===== src/rtl/song_sequencer_if.sv =====
// Control, song ROM and tone-generator signals of the song sequencer.
interface song_sequencer_if #(
  parameter int ADDR_W = 6,
  parameter int NOTE_W = 5,
  parameter int DUR_W  = 3
);
  logic                    start;
  logic                    pause;
  logic                    stop;
  logic [1:0]              tempo_sel;
  logic [ADDR_W-1:0]       rom_addr;
  logic [NOTE_W+DUR_W-1:0] rom_data;
  logic [NOTE_W-1:0]       note;
  logic                    note_on;
  logic                    beat;
  logic                    busy;
  logic                    done;

  modport master (
    output start, pause, stop, tempo_sel, rom_data,
    input  rom_addr, note, note_on, beat, busy, done
  );

  modport slave (
    input  start, pause, stop, tempo_sel, rom_data,
    output rom_addr, note, note_on, beat, busy, done
  );
endinterface


===== src/rtl/song_sequencer.sv =====
// Tempo-driven song ROM player: times each entry in beats and
// gates note_on with an articulation gap before every note boundary.
module song_sequencer #(
  parameter int TICK_CYCLES = 30_000_000,
  parameter int GAP_CYCLES  = 3_000_000,
  parameter int ADDR_W      = 6,
  parameter int NOTE_W      = 5,
  parameter int DUR_W       = 3
) (
  input  logic             clk,
  input  logic             rst,
  song_sequencer_if.slave  io
);
  localparam int CNT_W = $clog2(TICK_CYCLES * 2 + 1);

  localparam logic [CNT_W-1:0] P_NORM = CNT_W'(TICK_CYCLES);
  localparam logic [CNT_W-1:0] P_FAST = CNT_W'(TICK_CYCLES / 2);
  localparam logic [CNT_W-1:0] P_SLOW = CNT_W'(TICK_CYCLES * 2);
  localparam logic [CNT_W-1:0] GAP_C  = CNT_W'(GAP_CYCLES);
  localparam logic [CNT_W-1:0] ONE    = CNT_W'(1);
  localparam logic [DUR_W-1:0] REM1   = DUR_W'(1);
  localparam logic [ADDR_W-1:0] AMAX  = '1;
  localparam logic [ADDR_W-1:0] AONE  = ADDR_W'(1);

  typedef enum logic [2:0] {
    S_IDLE, S_FETCH, S_LOAD, S_PLAY,
    S_GAP, S_PAUSED, S_DONE
  } state_t;

  state_t            state_q, state_d;
  state_t            ret_q, ret_d;
  logic [ADDR_W-1:0] addr_q, addr_d;
  logic [NOTE_W-1:0] note_q, note_d;
  logic [CNT_W-1:0]  period_q, period_d;
  logic [CNT_W-1:0]  cnt_q, cnt_d;
  logic [DUR_W-1:0]  rem_q, rem_d;
  logic              on_q, on_d;
  logic              beat_q, beat_d;
  logic              busy_q, busy_d;
  logic              done_q, done_d;

  logic [CNT_W-1:0]  sel_period;
  logic [NOTE_W-1:0] rd_note;
  logic [DUR_W-1:0]  rd_dur;
  logic              tick;

  assign rd_note = io.rom_data[NOTE_W+DUR_W-1:DUR_W];
  assign rd_dur  = io.rom_data[DUR_W-1:0];
  assign tick    = (cnt_q == period_q - ONE);

  always_comb begin
    sel_period = P_NORM;
    unique case (1'b1)
      (io.tempo_sel == 2'b01): sel_period = P_FAST;
      (io.tempo_sel == 2'b10): sel_period = P_SLOW;
      default:                 sel_period = P_NORM;
    endcase
  end

  always_comb begin
    state_d  = state_q;
    ret_d    = ret_q;
    addr_d   = addr_q;
    note_d   = note_q;
    period_d = period_q;
    cnt_d    = cnt_q;
    rem_d    = rem_q;
    unique case (state_q)
      S_FETCH: state_d = S_LOAD;
      S_LOAD: begin
        if (rd_dur == '0) begin
          state_d = S_DONE;
        end else begin
          state_d  = S_PLAY;
          note_d   = rd_note;
          rem_d    = rd_dur;
          cnt_d    = '0;
          period_d = sel_period;
        end
      end
      S_PLAY, S_GAP: begin
        cnt_d = tick ? '0 : cnt_q + ONE;
        if (tick) rem_d = rem_q - REM1;
        if (state_q == S_PLAY && rem_q == REM1 &&
            cnt_q == period_q - GAP_C - ONE)
          state_d = S_GAP;
        if (state_q == S_GAP && tick) begin
          if (addr_q == AMAX) begin
            state_d = S_DONE;
          end else begin
            state_d = S_FETCH;
            addr_d  = addr_q + AONE;
          end
        end
        // the pausing cycle still counts; a note boundary wins
        if (io.pause &&
            (state_d == S_PLAY || state_d == S_GAP)) begin
          ret_d   = state_d;
          state_d = S_PAUSED;
        end
      end
      S_PAUSED: if (io.pause) state_d = ret_q;
      default: ;
    endcase
    if (io.start &&
        (state_q == S_IDLE || state_q == S_DONE)) begin
      state_d = S_FETCH;
      addr_d  = '0;
    end
    if (io.stop) begin
      state_d = S_IDLE;
      addr_d  = '0;
      note_d  = '0;
      cnt_d   = '0;
      rem_d   = '0;
    end
  end

  always_comb begin
    on_d   = (state_d == S_PLAY) && (note_d != '0);
    beat_d = (state_d == S_PLAY || state_d == S_GAP) &&
             (cnt_d == period_d - ONE);
    busy_d = !(state_d == S_IDLE || state_d == S_DONE);
    done_d = (state_d == S_DONE) && (state_q != S_DONE);
  end

  always_ff @(posedge clk) begin
    if (rst) begin
      state_q  <= S_IDLE;
      ret_q    <= S_PLAY;
      addr_q   <= '0;
      note_q   <= '0;
      period_q <= '0;
      cnt_q    <= '0;
      rem_q    <= '0;
      on_q     <= 1'b0;
      beat_q   <= 1'b0;
      busy_q   <= 1'b0;
      done_q   <= 1'b0;
    end else begin
      state_q  <= state_d;
      ret_q    <= ret_d;
      addr_q   <= addr_d;
      note_q   <= note_d;
      period_q <= period_d;
      cnt_q    <= cnt_d;
      rem_q    <= rem_d;
      on_q     <= on_d;
      beat_q   <= beat_d;
      busy_q   <= busy_d;
      done_q   <= done_d;
    end
  end

  assign io.rom_addr = addr_q;
  assign io.note     = note_q;
  assign io.note_on  = on_q;
  assign io.beat     = beat_q;
  assign io.busy     = busy_q;
  assign io.done     = done_q;
endmodule

===== src/flat_wrapper.sv =====
// flat-port wrapper written by rule: the top's interface ports become plain ports
module song_sequencer_flat 
#(
  parameter int TICK_CYCLES = 30_000_000,
  parameter int GAP_CYCLES  = 3_000_000,
  parameter int ADDR_W      = 6,
  parameter int NOTE_W      = 5,
  parameter int DUR_W       = 3
)
  (clk, rst, io_start, io_pause, io_stop, io_tempo_sel, io_rom_data, io_rom_addr, io_note, io_note_on, io_beat, io_busy, io_done);
  song_sequencer_if #(.ADDR_W(ADDR_W), .NOTE_W(NOTE_W), .DUR_W(DUR_W)) io_i ();
  input  logic clk;
  input  logic rst;
  input wire logic [$bits(io_i.start)-1:0] io_start;
  input wire logic [$bits(io_i.pause)-1:0] io_pause;
  input wire logic [$bits(io_i.stop)-1:0] io_stop;
  input wire logic [$bits(io_i.tempo_sel)-1:0] io_tempo_sel;
  input wire logic [$bits(io_i.rom_data)-1:0] io_rom_data;
  output wire logic [$bits(io_i.rom_addr)-1:0] io_rom_addr;
  output wire logic [$bits(io_i.note)-1:0] io_note;
  output wire logic [$bits(io_i.note_on)-1:0] io_note_on;
  output wire logic [$bits(io_i.beat)-1:0] io_beat;
  output wire logic [$bits(io_i.busy)-1:0] io_busy;
  output wire logic [$bits(io_i.done)-1:0] io_done;
  assign io_i.start = io_start;
  assign io_i.pause = io_pause;
  assign io_i.stop = io_stop;
  assign io_i.tempo_sel = io_tempo_sel;
  assign io_i.rom_data = io_rom_data;
  assign io_rom_addr = io_i.rom_addr;
  assign io_note = io_i.note;
  assign io_note_on = io_i.note_on;
  assign io_beat = io_i.beat;
  assign io_busy = io_i.busy;
  assign io_done = io_i.done;
  song_sequencer #(.TICK_CYCLES(TICK_CYCLES), .GAP_CYCLES(GAP_CYCLES), .ADDR_W(ADDR_W), .NOTE_W(NOTE_W), .DUR_W(DUR_W)) u_core (.clk(clk), .rst(rst), .io(io_i));
endmodule

===== config.mk =====
export PLATFORM = sky130hd
export DESIGN_NAME = song_sequencer_flat
export DESIGN_NICKNAME = d
export VERILOG_FILES = /design/src/rtl/song_sequencer_if.sv /design/src/rtl/song_sequencer.sv /design/src/flat_wrapper.sv
export SDC_FILE = /design/constraint.sdc
export NUM_CORES = 1
export LEC_CHECK = 0
export CORE_UTILIZATION = 40
export CTS_CLUSTER_SIZE = 10
export DETAILED_ROUTE_END_ITERATION = 12
export DONT_BUFFER_PORTS = 1
export GPL_ROUTABILITY_DRIVEN = 0
export HOLD_SLACK_MARGIN = 0.15
export RECOVER_POWER = 50
export SYNTH_ARGS = -nofsm -noshare
export SYNTH_HDL_FRONTEND = slang
export SYNTH_SLANG_ARGS = --single-unit

===== constraint.sdc =====
create_clock -name clk -period 12.7 [get_ports clk]
set_input_delay 1.27 -clock clk [delete_from_list [all_inputs] [get_ports clk]]
set_output_delay 1.27 -clock clk [all_outputs]
set_load 0.03 [all_outputs]

==> impl_metrics.toml, run 1 <==
[outcome]
status = "finished, violations left"
violations = "max-capacitance violations, max-slew violations"

[critical_path]
crit_required_ps = 12960
cp-start-kind = "input port"
path_class = "input port to flip-flop"
crit_arrival_ps = 6630
crit_fanout = 42
worstPathCellList = "or3_1 > nand2_1 > clkbuf_1 > nand2_1 > ha_1 > inv_1 > a2111oi_0 > xor2_1 > o21ai_0 > o221ai_1 > a2111oi_0 > nand3_1 > a221oi_1 > o211ai_1 > a2111oi_2"
path_buf_inv = 2
crit_family = "compound AO/OA/AOI/OAI gates"
critPathSlowestCell = "clkbuf_1"
crit_path_max_incr_delay_ps = 1300
cp-end-kind = "flip-flop"

[route]
wl_mm = 27.4
drc_errors = 0
vias = 8095
wl_per_cell_um = 22.4
dr.pass1.iters = 5
via_per_inst = 6.61
drt_iter0_markers = 1056
ant_nets = 0

[timing]
grt_setup_unrepaired = "no"
slew_headroom_pct = -18.7
post-route-period-util_pct = 50.2
fmax_mhz = 157
hold_viol = 0
drv_slew = 43
fin_tns_setup_ps = 0
tightest_slew_ps = 1780
clock_skew_ps = 5.30
setup_violations = 0
fin_crit_ps = 6380

[die]
ios = 30
die_h_um = 138
coreArea_mm2 = 0.0180
rows = 49
dieArea_mm2 = 0.0189
die_x_um = 138
start_util_pct = 40.9

[synth]
ys.flop_type = "dfxtp_1"
ys_seq_area_share_pct = 20.7
synth_fp_nets = 1082
synth_area_mm2 = 0.00735
synth_edf_count = 0
yosys_warnings = 0
syn_inst = 1059
ys_ff_latch = 76
syn_area_per_cell_um2 = 6.94
ys_types = 89
async_flop_share_pct = 0

[pwr]
ir_worst_vdd_uv = 54.1
leakage_nw = 2.83
powerDensity_mw_per_mm2 = 72.4

[clocking]
clockBufferDepth = 2
cts-buffers-inserted = 9
clock_sinks = 76
cts_hold_buf = 0
root_buffer = "clkbuf_16"
htree_levels = 3
clk_pin_slew_worst_paths_ps = 60
post_cts_buffers = 0
ctsResizeCount = 0
cts_tree = "yes"
clk_latency_ps = 360

[placed_design]
dp_hpwl_mm = 20.2
dpl_cell_area_mm2 = 0.00734
port_buffers = 0
dp_cells = 1210

[final_layout]
drive_gt1_share_pct = 6.73
final_area_mm2 = 0.00763
num-nets-final = 1015
antenna_cells = 0
syn_to_final_growth_pct = 3.73
nFillCells = 1882
finalNonFillerCells = 1225

[global_route]
grt_first_pass_wirelength_mm = 42.1
grt_usage_pct = 29.6
grt-ovfl-total = 0
grt_pass1_vias = 7206
antenna_found_initial = 0
grt_max_degree = 44

[run]
maxCapViolations = 1

[worst_hold_path]
hold_path_class = "flip-flop to flip-flop"
==> cell type report <==
type | instances | area, um2 | area share (%)
clock buffers | 10 | 239 | 3.13
clock inverters | 5 | 60.1 | 0.787
inverters | 26 | 97.6 | 1.28
multi-input cells | 869 | 5360 | 70.2
flip-flops and latches | 76 | 1520 | 19.9
well taps | 229 | 287 | 3.76
repair buffers | 10 | 67.6 | 0.886
==> tightest hold or removal path, cell delays in order, from the launching register on <==
cell	delay, ps
dfxtp_1	310
nand2_1	50
a21oi_1	50
==> metal layers <==
layer,up-vias,track usage (%),wire length (um)
met5,-,0,0
met3,88,5.22,2640
li1,3736,-,-
met1,3788,40.5,11800
met4,0,13.9,1240
met2,483,44.5,11700
==> where the power goes <==
part | total [mW] | internal, mW | switching, mW
registers | 0.241 | 0.239 | 0.00210
logic | 0.0379 | 0.0123 | 0.0257
clock network | 0.273 | 0.158 | 0.116
==> sequential cells by signal, indices dropped and copies added (netlist names) <==
signal	flops
u_core.cnt_q	26
u_core.io.beat	1
u_core.io.busy	1
u_core.io.done	1
u_core.io.note	5
u_core.io.note_on	1
u_core.io.rom_addr	6
u_core.period_q	26
u_core.rem_q	3
u_core.ret_q	3
u_core.state_q	3
==> placed cells by master (no fill, tap or decap), types with 10 or more instances in the layout <==
cell / netlist / layout
and2_1: 14 / 12
and4_1: 10 / 10
or3_1: 22 / 22
a21oi_1: 86 / 86
xnor2_1: 39 / 39
nor3_1: 47 / 47
nor4_1: 18 / 18
nor2b_1: 10 / 10
a31oi_1: 11 / 11
a21o_1: 11 / 11
inv_1: 26 / 26
xor2_1: 32 / 32
and3_1: 25 / 25
nand3_1: 49 / 49
mux2i_1: 14 / 14
nand2_1: 98 / 98
o21ai_0: 44 / 44
nand4_1: 22 / 22
dfxtp_1: 76 / 76
a211oi_1: 12 / 12
nor2_1: 131 / 131
==> cell usage after synthesis, types with 5 or more instances <==
library cell  count  area share (%)
a21o_1           11             1.1
mux2i_1          14             1.9
a31oi_1          11            0.94
nor3b_1           6            0.61
ha_1              8             1.4
and2_1           14             1.2
a211oi_1         12             1.2
o211a_1           6            0.82
o21a_1            5            0.51
nand4_1          22             1.9
nor4_2            6             1.0
nand2_1          98             5.0
nand2b_1          6            0.51
buf_2             6            0.41
o31ai_1           5            0.51
nor3_1           47             3.2
buf_6             5            0.77
or2_2             6            0.51
xnor2_1          39             4.6
o22ai_1           8            0.68
inv_1            26             1.3
a21oi_1          86             5.9
or3_1            22             1.9
and3_1           25             2.1
and4_1           10             1.2
clkbuf_1         70             3.6
o21ai_0          44             3.0
or4_1             7            0.71
a32oi_1           6            0.71
mux2_2            5            0.77
buf_1             6            0.31
xor2_1           32             3.8
a221oi_1          8            0.95
dfxtp_1          76              21
nand3_1          49             3.3
nor2b_1          10            0.85
nor2_1          131             6.7
nor4_1           18             1.5
o211ai_1          6            0.61
==> cells by family after synthesis <==
family | count (synthesis) | synth area share (%)
and+or+nand+nor | 500 | 35.3
AOI/OAI and AO/OA | 271 | 25.0
buffers and inverters | 114 | 6.48
DFF | 76 | 20.7
xor gates and xnor gates | 71 | 8.46
muxes | 19 | 2.67
adders and majority gates | 8 | 1.36
==> worst paths after layout <==
check / from / end / slack, ps / depth (start not counted)
worst max-delay path: io_rom_data[1] / u_core.io.beat / 6320 / 15
worst min-delay path: u_core.rem_q[1] / u_core.rem_q[1] / 460 / 2
worst max register to register: u_core.state_q[2] / u_core.io.beat / 6950 / 15
worst min register to register: u_core.rem_q[1] / u_core.rem_q[1] / 460 / 2
==> through the flow <==
stage               hold WS, ps  util [%]  total power, mW  worst slack [ps]
finish                      460      42.5            0.552              6320
CTS                         461      42.5            0.554              7550
global route                495      42.5            0.570              5650
floorplan                   432         -            0.275              6790
global placement            441      40.9            0.283              7310
detailed placement          453      40.9            0.283              7220
Note: power is estimated with default switching activity, not from simulation.
==> inputs of run 2 (changes only) <==
- clock period: 12.7 -> 6.65 ns (I/O delays scaled with it)
==> impl_metrics.toml, run 2 (synthesis results as in run 1) <==
[pwr]
powerDensity_mw_per_mm2 = 134
power_switching_uw = 286
pwr-share-clk_pct = 48.1
internal_power_uw = 739
ir_worst_vdd_uv = 98.4
p_total_mw = 1.03
leakage_nw = 2.83
p_comb_share_pct = 7.0
switching_share_pct = 27.9
seqPwrFrac_pct = 44.9

[global_route]
grt_pass1_vias = 7077
grt_usage_pct = 28.8
grt_first_pass_wirelength_mm = 41.0
antenna_found_initial = 1
grt-ovfl-total = 0
grt_max_degree = 44

[die]
ios = 30
start_util_pct = 40.9
coreArea_mm2 = 0.0180
rows = 49
die_x_um = 138
die_h_um = 138
dieArea_mm2 = 0.0189

[placed_design]
port_buffers = 0
dp_hpwl_mm = 19.9

[outcome]
status = "completed"

[final_layout]
syn_to_final_growth_pct = 3.78
ff_latch_area_mm2 = 0.00152
drive_gt1_share_pct = 7.11
layout_commonest_cell = "nor2_1"
mostFrequentLayoutCells = "nor2_1, nand2_1, a21oi_1"
fin_util_pct = 42.5
num-nets-final = 1017
multi_input_area_mm2 = 0.00536
antenna_cells = 0
nFillCells = 1863

[route]
vias = 8119
wl_per_cell_um = 21.9
drt_iter0_markers = 1241
drc_errors = 0
dr.pass1.iters = 7
via_per_inst = 6.61
wl_mm = 26.8
ant_nets = 0

[critical_path]
crit_arrival_ps = 5610
crit_required_ps = 6920
crit_fanout = 16
cp-end-kind = "flip-flop"
cp-start-kind = "flip-flop"
path_class = "flip-flop to flip-flop"

[clocking]
clk_pin_slew_worst_paths_ps = 70
clockBufferDepth = 2
clock_sinks = 76
root_buffer = "clkbuf_16"
cts_tree = "yes"
htree_levels = 3
cts-buffers-inserted = 9
cts_hold_buf = 0
post_cts_buffers = 0
clk_latency_ps = 360
ctsResizeCount = 0

[timing]
fmax_mhz = 187
slew_headroom_pct = 12.5
fin_crit_ps = 5350
grt_setup_unrepaired = "no"
setup_violations = 0
hold_viol = 0
tightest_slew_ps = 1310
fin_tns_setup_ps = 0
drv_slew = 0
post-route-period-util_pct = 80.4
clock_skew_ps = 13.4

[worst_hold_path]
hold_path_class = "input port to flip-flop"

[run]
maxCapViolations = 0
## run 2: stage by stage
step	worst slack (ps)	instance area, um2	hold slack, ps	cells
5_1_grt	1040	7630	358	1228
2_1_floorplan	1350	7350	432	1059
3_5_place_dp	1900	7350	452	1212
4_1_cts	1890	7640	364	1228
3_3_place_gp	2000	7350	444	1212
6_report	1300	7630	368	1228
## run 2: worst paths after layout
| check | startpoint | endpoint | slack (ps) | cells after the start |
|---|---|---|---|---|
| setup reg to reg | u_core.state_q[1] | u_core.io.beat | 1300 | 13 |
| hold / removal | io_stop | u_core.io.note_on | 370 | 1 |
| setup / recovery | u_core.state_q[1] | u_core.io.beat | 1300 | 13 |
| hold reg to reg | u_core.rem_q[1] | u_core.rem_q[1] | 460 | 2 |
## run 2: area by class of cell
class                      instances  area share (%)
clock buffer                       9            2.95
sequential                        76            19.9
tap                              229            3.75
clock inverter                     7           0.770
inverter                          26            1.28
timing repair buffer              12            1.13
multi-input combinational        869            70.2
## run 2: critical path: stages (launching register included)
cell       delay [ps]
dfxtp_1           640
or3b_2            540
nor2_1            990
clkbuf_1          590
nand2_1           350
nand4_1           190
xor2_1             90
a21oi_1           370
o21ai_0           270
a31oi_1           230
o2111ai_1         150
nor4b_2           290
o2111ai_1         180
a2111oi_2         340
## run 2: per-layer routing
metal | vias up | track usage [%] | wire length, um
met4 | 0 | 15.4 | 1400
li1 | 3746 | - | -
met3 | 119 | 4.38 | 2540
met1 | 3723 | 40.3 | 11500
met2 | 531 | 42.1 | 11400
met5 | - | 0 | 0
## run 2: power by group through the flow
| stage | Clock, mW | Sequential (mW) | Combinational (mW) |
|---|---|---|---|
| 2_1_floorplan | 0 | 0.468 | 0.0578 |
| 3_3_place_gp | 0 | 0.471 | 0.0706 |
| 3_5_place_dp | 0 | 0.470 | 0.0695 |
| 4_1_cts | 0.497 | 0.460 | 0.0699 |
| 5_1_grt | 0.519 | 0.460 | 0.0776 |
| 6_report | 0.493 | 0.460 | 0.0723 |
==> inputs of run 3 (changes only) <==
- clock period: 6.65 -> 4.4 ns (I/O delays scaled with it)
==> impl_metrics.toml, run 3 (synthesis results as in run 1) <==
[outcome]
status = "completed"

[critical_path]
crit_path_max_incr_delay_ps = 530
cp-end-kind = "flip-flop"
cp-start-kind = "flip-flop"
regToRegSetupSlack_ps = 190
crit_required_ps = 4650
crit_fanout = 5
critPathSlowestCell = "or3_1"
reg2reg_depth = 14
path_class = "flip-flop to flip-flop"
crit_arrival_ps = 4460
worstPathCellList = "inv_1 > ha_1 > o21ba_2 > a221oi_1 > a41oi_1 > or3_1 > nor3_1 > nand4_1 > nor2b_4 > buf_4 > o22ai_1 > nor4b_2 > o2111ai_1 > a2111oi_2"

[global_route]
grt_usage_pct = 31.1
antenna_found_initial = 0
grt_max_degree = 44
grt_first_pass_wirelength_mm = 43.8
grt-ovfl-total = 0
grt_pass1_vias = 7458

[clocking]
cts_tree = "yes"
cts-buffers-inserted = 9
clk_pin_slew_worst_paths_ps = 70
htree_levels = 3
clk_latency_ps = 360
clock_sinks = 76
root_buffer = "clkbuf_16"
clockBufferDepth = 2

[final_layout]
num-nets-final = 1084
drive_gt1_share_pct = 12.6
nFillCells = 1832
syn_to_final_growth_pct = 11.3
ff_latch_area_mm2 = 0.00152
multi_input_area_mm2 = 0.00537
mostFrequentLayoutCells = "nor2_1, nand2_1, a21oi_1"
antenna_cells = 0
fin_util_pct = 45.6
final_area_mm2 = 0.00819
layout_commonest_cell = "nor2_1"

[timing]
tightest_slew_ps = 843
grt_setup_unrepaired = "no"
hold_viol = 0
setup_violations = 0
drv_slew = 0
post-route-period-util_pct = 95.7
fin_tns_setup_ps = 0
fin_crit_ps = 4210
slew_headroom_pct = 43.2
clock_skew_ps = 9.77
fmax_mhz = 238

[route]
ant_nets = 0
drt_iter0_markers = 1036
wl_per_cell_um = 22.4
wl_mm = 29.0
via_per_inst = 6.47
vias = 8371
dr.pass1.iters = 5
drc_errors = 0

[run]
maxCapViolations = 0

[die]
ios = 30
die_x_um = 138
die_h_um = 138
rows = 49
coreArea_mm2 = 0.0180
start_util_pct = 40.9
dieArea_mm2 = 0.0189

[placed_design]
dp_hpwl_mm = 21.9
port_buffers = 0
dpl_cell_area_mm2 = 0.00786

[worst_hold_path]
holdPathStages = 1
hold_path_class = "input port to flip-flop"

[pwr]
powerDensity_mw_per_mm2 = 197
leakage_nw = 3.18
ir_worst_vdd_uv = 202
p_total_mw = 1.62
==> run 3: cell count changes in the layout (fill, tap and decap cells not counted), sizes merged <==
cell,change
dlygate4sd3,+4
inv,-1
clkbuf,+3
buf,+61
clkinv,-2
bufinv,+1
==> run 3: critical path: cells and delay by family, from the launching register on <==
kind	cells	cell delay (ps)
compound gates	6	1260
fa+ha+maj	1	260
buf+inv	2	310
flops	1	440
simple gates	5	1830
==> run 3: final cells by class <==
class                   count  share of cell area [%]
well taps                 229                    3.50
clock inverters             5                   0.733
clock buffers              10                    2.92
flip-flops and latches     76                    18.6
multi-input cells         869                    65.5
inverters                  26                    1.19
repair buffers             79                    7.53
==> run 3: stage by stage <==
step / setup WS [ps] / std cells / hold slack, ps
2_1_floorplan: 26.5 / 1059 / 432
3_3_place_gp: 216 / 1275 / 440
3_5_place_dp: 75.0 / 1275 / 451
4_1_cts: 88.5 / 1292 / 150
5_1_grt: 32.5 / 1294 / 158
6_report: 190 / 1294 / 164
==> run 3: path summary, 6_finish.rpt <==
kind                       from               end
max          u_core.period_q[1]    u_core.io.beat
min                         rst  u_core.cnt_q[22]
max reg2reg  u_core.period_q[1]    u_core.io.beat
min reg2reg     u_core.rem_q[1]   u_core.rem_q[1]
==> run 3: what timing repair did <==
item,4_1_cts,5_1_grt
setup buffers,0,0
gates resized for setup,0,3
hold buffers,2,2
endpoints found under the hold margin,6,2
setup endpoints to repair,0,1
==> run 3: metal layers <==
layer	vias up	part of all wire, %	track usage, %
li1	3882	-	-
met1	3869	42	41.8
met2	504	42	45.5
met3	116	10	6.11
met4	0	6.0	18.7
met5	-	0	0
==> run 3: report_power, final <==
group | total (mW) | internal (mW) | switching, mW
registers | 0.693 | 0.690 | 0.00306
clock network | 0.790 | 0.456 | 0.335
logic | 0.133 | 0.0479 | 0.0851
